==> src/rtl/pc_sequencer.sv <==
// Program-counter sequencer: prioritised next-PC selection with a circular
// return-address stack, overflow tracking and empty-return detection.
module pc_sequencer #(
    parameter int unsigned     WIDTH        = 32,
    parameter logic [WIDTH-1:0] RESET_VECTOR = '0,
    parameter logic [WIDTH-1:0] TRAP_VECTOR  = WIDTH'(32'h80),
    parameter int unsigned     INCR         = 4,
    parameter int unsigned     RAS_DEPTH    = 4
) (
    input  logic                           clk,
    input  logic                           rst,
    input  logic                           stall,
    input  logic                           trap,
    input  logic                           branch_taken,
    input  logic [WIDTH-1:0]               branch_offset,
    input  logic                           jump,
    input  logic [WIDTH-1:0]               jump_target,
    input  logic                           call,
    input  logic                           ret,
    output logic [WIDTH-1:0]               pc_out,
    output logic [WIDTH-1:0]               pc_plus,
    output logic [$clog2(RAS_DEPTH+1)-1:0] ras_count,
    output logic                           ras_empty,
    output logic                           ras_full,
    output logic                           ret_err,
    output logic                           ras_ovf
);

    localparam int unsigned CNT_W = $clog2(RAS_DEPTH + 1);
    localparam int unsigned PTR_W = $clog2(RAS_DEPTH);

    logic [WIDTH-1:0] r_pc;
    logic [WIDTH-1:0] r_stack [RAS_DEPTH];
    logic [PTR_W-1:0] r_top;
    logic [CNT_W-1:0] r_count;
    logic             r_ret_err;
    logic             r_ovf;

    logic [WIDTH-1:0] w_pc_inc;
    logic [WIDTH-1:0] w_pc_nxt;
    logic [PTR_W-1:0] w_top_inc;
    logic [PTR_W-1:0] w_top_dec;
    logic             w_full;
    logic             w_empty;
    logic             w_push;
    logic             w_pop;
    logic             w_replace;
    logic             w_ret_err;

    assign w_pc_inc  = r_pc + WIDTH'(INCR);
    assign w_full    = (r_count == CNT_W'(RAS_DEPTH));
    assign w_empty   = (r_count == '0);
    // Stack pointer wraps modulo RAS_DEPTH, which need not be a power of two
    assign w_top_inc = (r_top == PTR_W'(RAS_DEPTH - 1)) ? '0 : r_top + 1'b1;
    assign w_top_dec = (r_top == '0) ? PTR_W'(RAS_DEPTH - 1) : r_top - 1'b1;

    // Next-PC selection and stack operation, highest priority first
    always_comb begin
        w_pc_nxt  = w_pc_inc;
        w_push    = 1'b0;
        w_pop     = 1'b0;
        w_replace = 1'b0;
        w_ret_err = 1'b0;
        if (trap) begin
            w_pc_nxt = TRAP_VECTOR;
        end else if (stall) begin
            w_pc_nxt = r_pc;
        end else if (ret) begin
            if (!w_empty) begin
                w_pc_nxt  = r_stack[r_top];
                w_replace = jump && call;
                w_pop     = !(jump && call);
            end else begin
                w_pc_nxt  = w_pc_inc;
                w_ret_err = 1'b1;
                w_push    = jump && call;
            end
        end else if (jump) begin
            w_pc_nxt = jump_target;
            w_push   = call;
        end else if (branch_taken) begin
            w_pc_nxt = r_pc + branch_offset;
        end
    end

    // State update; a push while full lands on the oldest slot
    always_ff @(posedge clk or negedge rst) begin
        if (!rst) begin
            r_pc      <= RESET_VECTOR;
            r_top     <= '0;
            r_count   <= '0;
            r_ret_err <= 1'b0;
            r_ovf     <= 1'b0;
            for (int i = 0; i < int'(RAS_DEPTH); i++) begin
                r_stack[i] <= '0;
            end
        end else begin
            r_pc      <= w_pc_nxt;
            r_ret_err <= w_ret_err;
            if (w_push) begin
                r_stack[w_top_inc] <= w_pc_inc;
                r_top              <= w_top_inc;
                if (w_full) begin
                    r_ovf <= 1'b1;
                end else begin
                    r_count <= r_count + 1'b1;
                end
            end else if (w_pop) begin
                r_top   <= w_top_dec;
                r_count <= r_count - 1'b1;
            end else if (w_replace) begin
                r_stack[r_top] <= w_pc_inc;
            end
        end
    end

    assign pc_out    = r_pc;
    assign pc_plus   = r_pc + WIDTH'(INCR);
    assign ras_count = r_count;
    assign ras_empty = w_empty;
    assign ras_full  = w_full;
    assign ret_err   = r_ret_err;
    assign ras_ovf   = r_ovf;

endmodule

==> config.mk <==
export PLATFORM = sky130hd
export DESIGN_NAME = pc_sequencer
export DESIGN_NICKNAME = d
export VERILOG_FILES = /design/src/rtl/pc_sequencer.sv
export SDC_FILE = /design/constraint.sdc
export NUM_CORES = 1
export LEC_CHECK = 0
export BUFFER_PORTS_ARGS = -buffer_cell sky130_fd_sc_hd__buf_2
export CORE_MARGIN = 1
export CORE_UTILIZATION = 25
export CTS_CLUSTER_SIZE = 40
export DETAILED_ROUTE_END_ITERATION = 16
export GPL_ROUTABILITY_DRIVEN = 0
export PLACE_DENSITY_LB_ADDON = 0.05
export SYNTH_ARGS = -nofsm -noshare
export SYNTH_HDL_FRONTEND = slang
export SYNTH_SLANG_ARGS = --single-unit
export TNS_END_PERCENT = 20
==> constraint.sdc <==
create_clock -name clk -period 5.6 [get_ports clk]
set_input_delay 0.28 -clock clk [delete_from_list [all_inputs] [get_ports clk]]
set_output_delay 0.28 -clock clk [all_outputs]
set_load 0.01 [all_outputs]
== Word level (Yosys, flattened, before mapping) ==
Index checks and enable logic that the tools add are counted.

* Output and inout port bits: 71
* Logic and storage cells: 79
* Register bits: 167

* Add/subtract/negate cells: 6
* Equal/unequal tests: 5
* Muxes and demuxes: 42
* Reduce and logical (&&, ||, !) cells: 11
* Order comparisons: 4
* Bitwise gates (word level): 2

{| class="wikitable"
|+ Operators by type and width
! kind !! count
|-
| $mux 128 || 3
|-
| $mux 32 || 10
|-
| $bwmux 128 || 2
|-
| $demux 32 s2 || 2
|-
| $bmux 32 s2 || 1
|-
| $add 32x3->32 const B || 1
|-
| $add 32x32->32 || 1
|-
| $mux 1 || 17
|-
| $mux 3 || 3
|-
| $mux 2 || 4
|-
| $ge 3x3->1 const B || 2
|-
| $lt 3x1->1 const B || 2
|-
| $not 2->3 || 2
|-
| $reduce_and 2->1 || 3
|-
| $ne 2x2->1 const B || 2
|-
| $reduce_bool 2->1 || 2
|-
| $add 3x1->3 const B || 1
|-
| $eq 3x3->1 const B || 1
|-
| $logic_and 1x1->1 || 3
|-
| $logic_not 3->1 || 1
|-
| $sub 3x1->3 const B || 1
|-
| $add 2x1->2 const B || 1
|-
| $eq 2x2->1 const B || 1
|-
| $logic_not 2->1 || 1
|-
| 3 further kinds || 3
|}

== Longest topological paths before layout ==
Gate-level depths: netlist of run 1.

* Word-level depth: 9
* Mapped depth: 12
* Mapped depth without buffers: 12

== Least setup slack after synthesis of run 1 ==
Ideal clock, no wire load.

* Path kind: reg-to-reg
* Start point: register r_pc[16] (netlist: pc_out[16])
* End point: register r_pc[31] (netlist: pc_out[31])
* Buffers on the path: 1
* Period minus slack after synthesis: 2.859 ns
* Arrival time: 2.789 ns
* Data required time: 5.530 ns
* Library setup time: 0.070 ns
* Slack: 2.741 ns
* Cell stages (with the launch flop): 12
* Cell sequence: dfrtp_1 -> ha_1 -> clkbuf_1 -> a21oi_1 -> o21ai_0 -> a2111oi_0 -> nand2b_1 -> o21ai_1 -> o311ai_0 -> and3_1 -> nor4b_1 -> nand3b_1

* Longest elaborated chain between the ends: 6

{| class="wikitable"
|+ Ends and longest elaborated chain
! element !! line !! text
|-
| from (decl) || 32 || <nowiki>logic [WIDTH-1:0] r_pc;</nowiki>
|-
| from (signal assigned) || 98 || <nowiki>r_pc <= w_pc_nxt;</nowiki>
|-
| $add 32x3->32 or $add 32x32->32 (tied branches) || 50, 82 ||
|-
| $mux 32 || 81 || <nowiki>end else if (branch_taken) begin</nowiki>
|-
| $mux 32 || 78 || <nowiki>end else if (jump) begin</nowiki>
|-
| $mux 32 * || 68 || <nowiki>end else if (ret) begin</nowiki>
|-
| $mux 32 * || 66 || <nowiki>end else if (stall) begin</nowiki>
|-
| $mux 32 * || 64 || <nowiki>if (trap) begin</nowiki>
|}

Every way passes the cells marked *; elsewhere a longest branch is shown, timed or not. The select of a mux whose other input is x is not followed.
A chain may end at the register's enable or synchronous reset.

== Final worst setup path of run 1 ==
* Start point: register r_pc[11] (netlist: pc_out[11])
* End point: output pc_plus[28]

* Longest elaborated chain between the ends: 1

{| class="wikitable"
|+ Ends and longest elaborated chain
! element !! line !! text
|-
| $add 32x3->32 || 118 || <nowiki>assign pc_plus = r_pc + WIDTH'(INCR);</nowiki>
|-
| to (decl) || 21 || <nowiki>output logic [WIDTH-1:0] pc_plus,</nowiki>
|}

No other way between the ends.

==> results.json, run 1 <==
{
  "peakVddDrop_v": 0.000233,
  "yosys.area.top_type_share": 0.423,
  "clk_pin_slew_ns": 0.07,
  "fp.dieW_um": 201,
  "cp_max_fo": 9,
  "crit_path_start_kind": "flip-flop",
  "syn_area_per_cell_sq_um": 9.52,
  "grt_max_degree": 81,
  "p_per_area_nw_per_um2": 493,
  "syn-num-nets": 1151,
  "slowest_stage": "nor3_1",
  "crit_arrival_ns": 3.52,
  "n_antenna_cell": 0,
  "num_io_pins": 143,
  "ys_async_sr_fraction": 1.00,
  "ys_ff_latch": 167,
  "max_cap_viol_count": 0,
  "finalSetupViolCount": 0,
  "overflow": 0,
  "worstHoldStart": "trap",
  "syn_inst": 1039,
  "stdcell_area_sq_um": 11700,
  "drive_gt1_frac": 0.214,
  "wl_per_cell_um": 20.6,
  "tns_ns": 0,
  "final_core_util": 0.302,
  "yosysUniqueCellTypes": 62,
  "synth_area_sq_um": 9890,
  "cts.sinks": 167,
  "antenna_found_initial": 1,
  "drc": 0,
  "grt_pass1_wl_um": 53600,
  "cts_tree": "built",
  "yosysTopAreaCell": "dfrtp_1",
  "grt_setup_unrepaired": "no",
  "ys.flop_type": "dfrtp_1",
  "crit_start": "pc_out[11]",
  "power_w": 0.00579,
  "drtIter0Drc": 361,
  "hp-class": "in -> reg",
  "fin_crit_ns": 3.80,
  "syn2layout_area_growth_pct": 18.7,
  "status": "finished, final reports clean",
  "cts_setup_buffers": 0,
  "clockBufferDepth": 2,
  "reg2reg_from": "pc_out[11]",
  "path_buf_inv": 2,
  "nNetsFinal": 1262,
  "ys_seq_area_frac": 0.423,
  "yosysWarnings": 0,
  "place_area_sq_um": 11200,
  "cts_root_buf": "clkbuf_16",
  "end_kind": "output port",
  "htree_levels": 4,
  "hold_viol": 0,
  "portBuffers": 142,
  "clock_skew_ns": 0.0102,
  "placementRows": 72,
  "cts_buffers": 17,
  "start_util": 0.255,
  "path_cells": "and4_1 -> nand4_1 -> nor3_1 -> nand3_1 -> xnor2_1 -> inv_1 -> buf_2",
  "clkLatencyLatePin_ns": 0.43,
  "dieArea_sq_um": 40400,
  "synth_edf_count": 0,
  "max_clock_freq_ghz": 0.263,
  "ant_nets": 0,
  "synthTopCellsByArea": "dfrtp_1 42%, a21oi_1 8.0%, mux4_2 7.3%",
  "max_stage_delay_ns": 0.88,
  "wl_um": 34600,
  "via_per_inst": 4.91,
  "worst_pin_slew_ns": 1.14,
  "power.leakage_nw": 5.49,
  "die_h_um": 201,
  "gr-usage-all-layers": 0.176,
  "required_ns": 5.32,
  "core_sq_um": 38800,
  "fin_crit_sh": 0.678,
  "worstSetupPathType": "reg -> out",
  "vias": 8252,
  "critPathTopFamily": "simple AND/OR/NAND/NOR gates",
  "grt_pass1_vias": 8309,
  "first_pass_iters": 5,
  "dp_hpwl_um": 25400,
  "slew_headroom": 0.235,
  "maxSlewViolCount": 0
}
## area by class of cell
type	instances	area, sq um
clock buffer	20	457
fill	4122	27100
tap	518	648
clock inverter	12	118
multi-input combinational	760	5330
sequential	167	4180
timing repair buffer	156	825
inverter	48	180
## worst paths after layout
check | cells past startpoint | end | slack (ns)
setup / recovery | 7 | pc_plus[28] | 1.80
hold / removal | 2 | pc_out[1] | 0.09
setup reg to reg | 8 | pc_out[28] | 2.15
hold reg to reg | 1 | ras_ovf | 0.45
max in group asynchronous | 3 | r_top[0] | 3.94
min in group asynchronous | 2 | r_stack[64] | 0.48
## registers in the layout, indices dropped and copies added (netlist names)
signal,flops
ras_ovf,1
pc_out,32
r_top,2
r_stack,128
ras_count,3
ret_err,1
## layer usage
metal  routed length, um  global-route usage  vias up
li1                    -                   -     3968
met1               17700               0.261     4122
met2               15600               0.271      146
met3                 989              0.0226       16
met4                 299              0.0363        0
met5                   0                   0        -
## stage by stage
step,cells,setup WS [ns],hold WS (ns)
floorplan,1039,2.74,-0.0156
global placement,1648,2.09,0.413
detailed placement,1648,2.12,0.410
CTS,1681,1.77,0.0551
global route,1681,1.61,0.0716
finish,1681,1.80,0.0874
## cells in the final DEF (no fill, tap or decap), types with 5 or more instances in the layout
cell type    n
inv_1       48
buf_4       13
o221ai_1    28
and3_1      10
a21o_1      37
nand2_1     52
xor2_1      22
nand4_1      9
xnor2_1     29
a221oi_1    14
a22o_1       5
nor3_1      14
a21oi_4      5
dfrtp_1    166
a21oi_1    155
mux2_2      16
o31ai_1      5
buf_2      141
nor2b_1      8
nor2_1     155
o21ai_0     28
ha_1        38
a211oi_1     5
mux4_2      32
o21a_1       5
clkbuf_16   17
nand2b_1     7
nand3_1     20
## synthesized netlist by cell type (9+ instances only)
cell type,count
buf_1,11
o21ai_0,28
mux2_2,16
o221ai_1,28
xor2_1,22
nor2b_1,9
a21oi_1,159
a221oi_1,14
nand2_1,52
ha_1,38
and3_1,10
nor3_1,14
inv_1,48
a21o_1,37
nor2_1,156
dfrtp_1,167
nand4_1,9
mux4_2,32
clkbuf_1,49
xnor2_1,29
nand3_1,20
## power by group
group	switching (W)	internal [W]	total, W
clock	0.000545	0.000643	0.00119
combinational	0.00142	0.00109	0.00250
sequential	0.000389	0.00171	0.00210
## cells by family (layout without fill, tap and decap cells)
family	Yosys count	after routing	share of synthesized area
compound gates	323	323	0.207
simple gates	296	296	0.134
flops	167	167	0.423
buf+inv	112	236	0.0448
xor+xnor	52	52	0.0468
mux	49	49	0.0921
fa+ha+maj	40	40	0.0521
## what timing repair did
item,in CTS,in global routing
hold buffers,1,0
hold endpoints to repair,78,0
gates resized for setup,0,0
(Power assumes the default switching activity.)
==> inputs of run 2 (changes only) <==
==> constraint.sdc (replaced) <==
create_clock -name clk -period 3.6 [get_ports clk]
set_input_delay 0.18 -clock clk [delete_from_list [all_inputs] [get_ports clk]]
set_output_delay 0.18 -clock clk [all_outputs]
set_load 0.01 [all_outputs]
==> run 2 against run 1 <==
Critical path depth rose by 1. Utilization rose by 0.83 points. Non-clock buffer count rose by 27. Sequential share of layout area fell by 0.95 points. Total power rose by 59%. Worst setup slack got worse by 1.6 ns. Final area rose by 2.7%. Via count rose by 0.59%. Highest routed layer unchanged.
==> results.json, run 2 (synthesis gave the netlist of run 1 again) <==
{
  "clk_pin_slew_ns": 0.08,
  "reg2reg_slack_ns": 0.40,
  "num_io_pins": 143,
  "clockBufferDepth": 2,
  "vias": 8301,
  "fin_crit_sh": 0.938,
  "clock_skew_ns": 0.0146,
  "syn2layout_area_growth_pct": 21.9,
  "drc": 0,
  "max_clock_freq_ghz": 0.296,
  "max_cap_viol_count": 0,
  "place_area_sq_um": 11400,
  "p_per_area_nw_per_um2": 764,
  "cts_root_buf": "clkbuf_16",
  "peakVddDrop_v": 0.000283,
  "cts_setup_buffers": 0,
  "cts_buffers": 17,
  "htree_levels": 4,
  "worstSetupPathType": "reg -> out",
  "worst_pin_slew_ns": 0.986,
  "cts.sinks": 167,
  "dieArea_sq_um": 40400,
  "crit_arrival_ns": 3.20,
  "wl_um": 35300,
  "crit_path_start_kind": "flip-flop",
  "drive_gt1_frac": 0.234,
  "drtIter0Drc": 350,
  "n_antenna_cell": 0,
  "antenna_found_initial": 0,
  "slew_headroom": 0.343,
  "cp_max_fo": 9,
  "cts_tree": "built",
  "finalSetupViolCount": 0,
  "portBuffers": 142,
  "start_util": 0.255,
  "required_ns": 3.42,
  "stdcell_area_sq_um": 12100,
  "hp-class": "in -> reg",
  "via_per_inst": 4.86,
  "end_kind": "output port",
  "largest_reg_flops": 128,
  "nNetsFinal": 1289,
  "clkLatencyLatePin_ns": 0.44,
  "grt_setup_unrepaired": "no",
  "gr-usage-all-layers": 0.178,
  "grt_pass1_vias": 8516,
  "status": "finished, final reports clean",
  "placementRows": 72,
  "fp.dieW_um": 201,
  "nFillCells": 4074,
  "power.leakage_nw": 5.67,
  "core_sq_um": 38800,
  "die_h_um": 201,
  "fin_crit_ns": 3.38,
  "dp_hpwl_um": 26000,
  "grt_pass1_wl_um": 54300,
  "tns_ns": 0,
  "layout_commonest_cell": "dfrtp_1",
  "top_register": "r_stack",
  "layout_common_cells": "166 x dfrtp_1, 155 x nor2_1, 155 x a21oi_1, 141 x buf_2, 52 x nand2_1",
  "grt_max_degree": 89,
  "maxSlewViolCount": 0,
  "ant_nets": 0,
  "overflow": 0,
  "wl_per_cell_um": 20.7,
  "first_pass_iters": 4,
  "hold_viol": 0
}
-- run 2: cell types whose count changed in the layout (fill, tap and decap cells not counted), sizes merged --
cell / delta
buf: +26
inv: +7
clkbuf: -3
clkinvlp: -3
clkinv: -1
dlygate4sd3: +1
-- run 2: cell type report --
type | instances | area (sq um) | share of cell area
clock buffer | 17 | 425 | 0.0353
clock inverter | 15 | 155 | 0.0129
inverter | 48 | 180 | 0.0149
multi-input combinational | 760 | 5360 | 0.444
sequential | 167 | 4180 | 0.347
tap | 518 | 648 | 0.0537
timing repair buffer | 183 | 1120 | 0.0926
-- run 2: repair_timing --
item                                    CTS  global route
gates resized for setup                   0             3
endpoints found under the hold margin    88             0
hold buffers                              2             0
endpoints found under the setup margin    0             2
-- run 2: layer usage --
metal,up-vias,GRT usage,share of wire
li1,4029,-,-
met1,4086,0.267,0.52
met2,164,0.268,0.44
met3,22,0.0258,0.032
met4,0,0.0393,0.011
met5,-,0,0
-- run 2: power breakdown --
group	switching (W)	internal, W	total, W
Combinational	0.00230	0.00182	0.00412
Sequential	0.000544	0.00266	0.00320
Clock	0.000907	0.000987	0.00189
-- run 2: worst paths after layout --
check,start,to,depth (start not counted)
min in group asynchronous,rst,r_stack[34],2
max,pc_out[2],pc_plus[29],8
min reg2reg,ras_ovf,ras_ovf,1
min,stall,ret_err,3
max in group asynchronous,rst,r_stack[95],3
max reg2reg,pc_out[16],pc_out[31],10
-- run 2: through the flow --
step / total power (W) / cells / utilization / worst slack (ns) / hold WS (ns)
floorplan: 0.00579 / 1039 / - / 0.741 / -0.116
global placement: 0.00738 / 1674 / 0.295 / 0.357 / 0.365
detailed placement: 0.00738 / 1674 / 0.295 / 0.236 / 0.364
CTS: 0.00932 / 1708 / 0.310 / 0.0357 / 0.0739
global route: 0.00993 / 1708 / 0.311 / 0.0292 / 0.105
finish: 0.00922 / 1708 / 0.311 / 0.224 / 0.0999
-- run 2: worst max-delay path, cell delays in order (launching register included) --
cell and delay, ns:
dfrtp_1 0.51, and3_4 0.25, nand3_4 0.10, or2_1 0.35, or3_1 0.54, nor2_1 0.32
xnor2_1 0.42, inv_1 0.09, buf_2 0.16
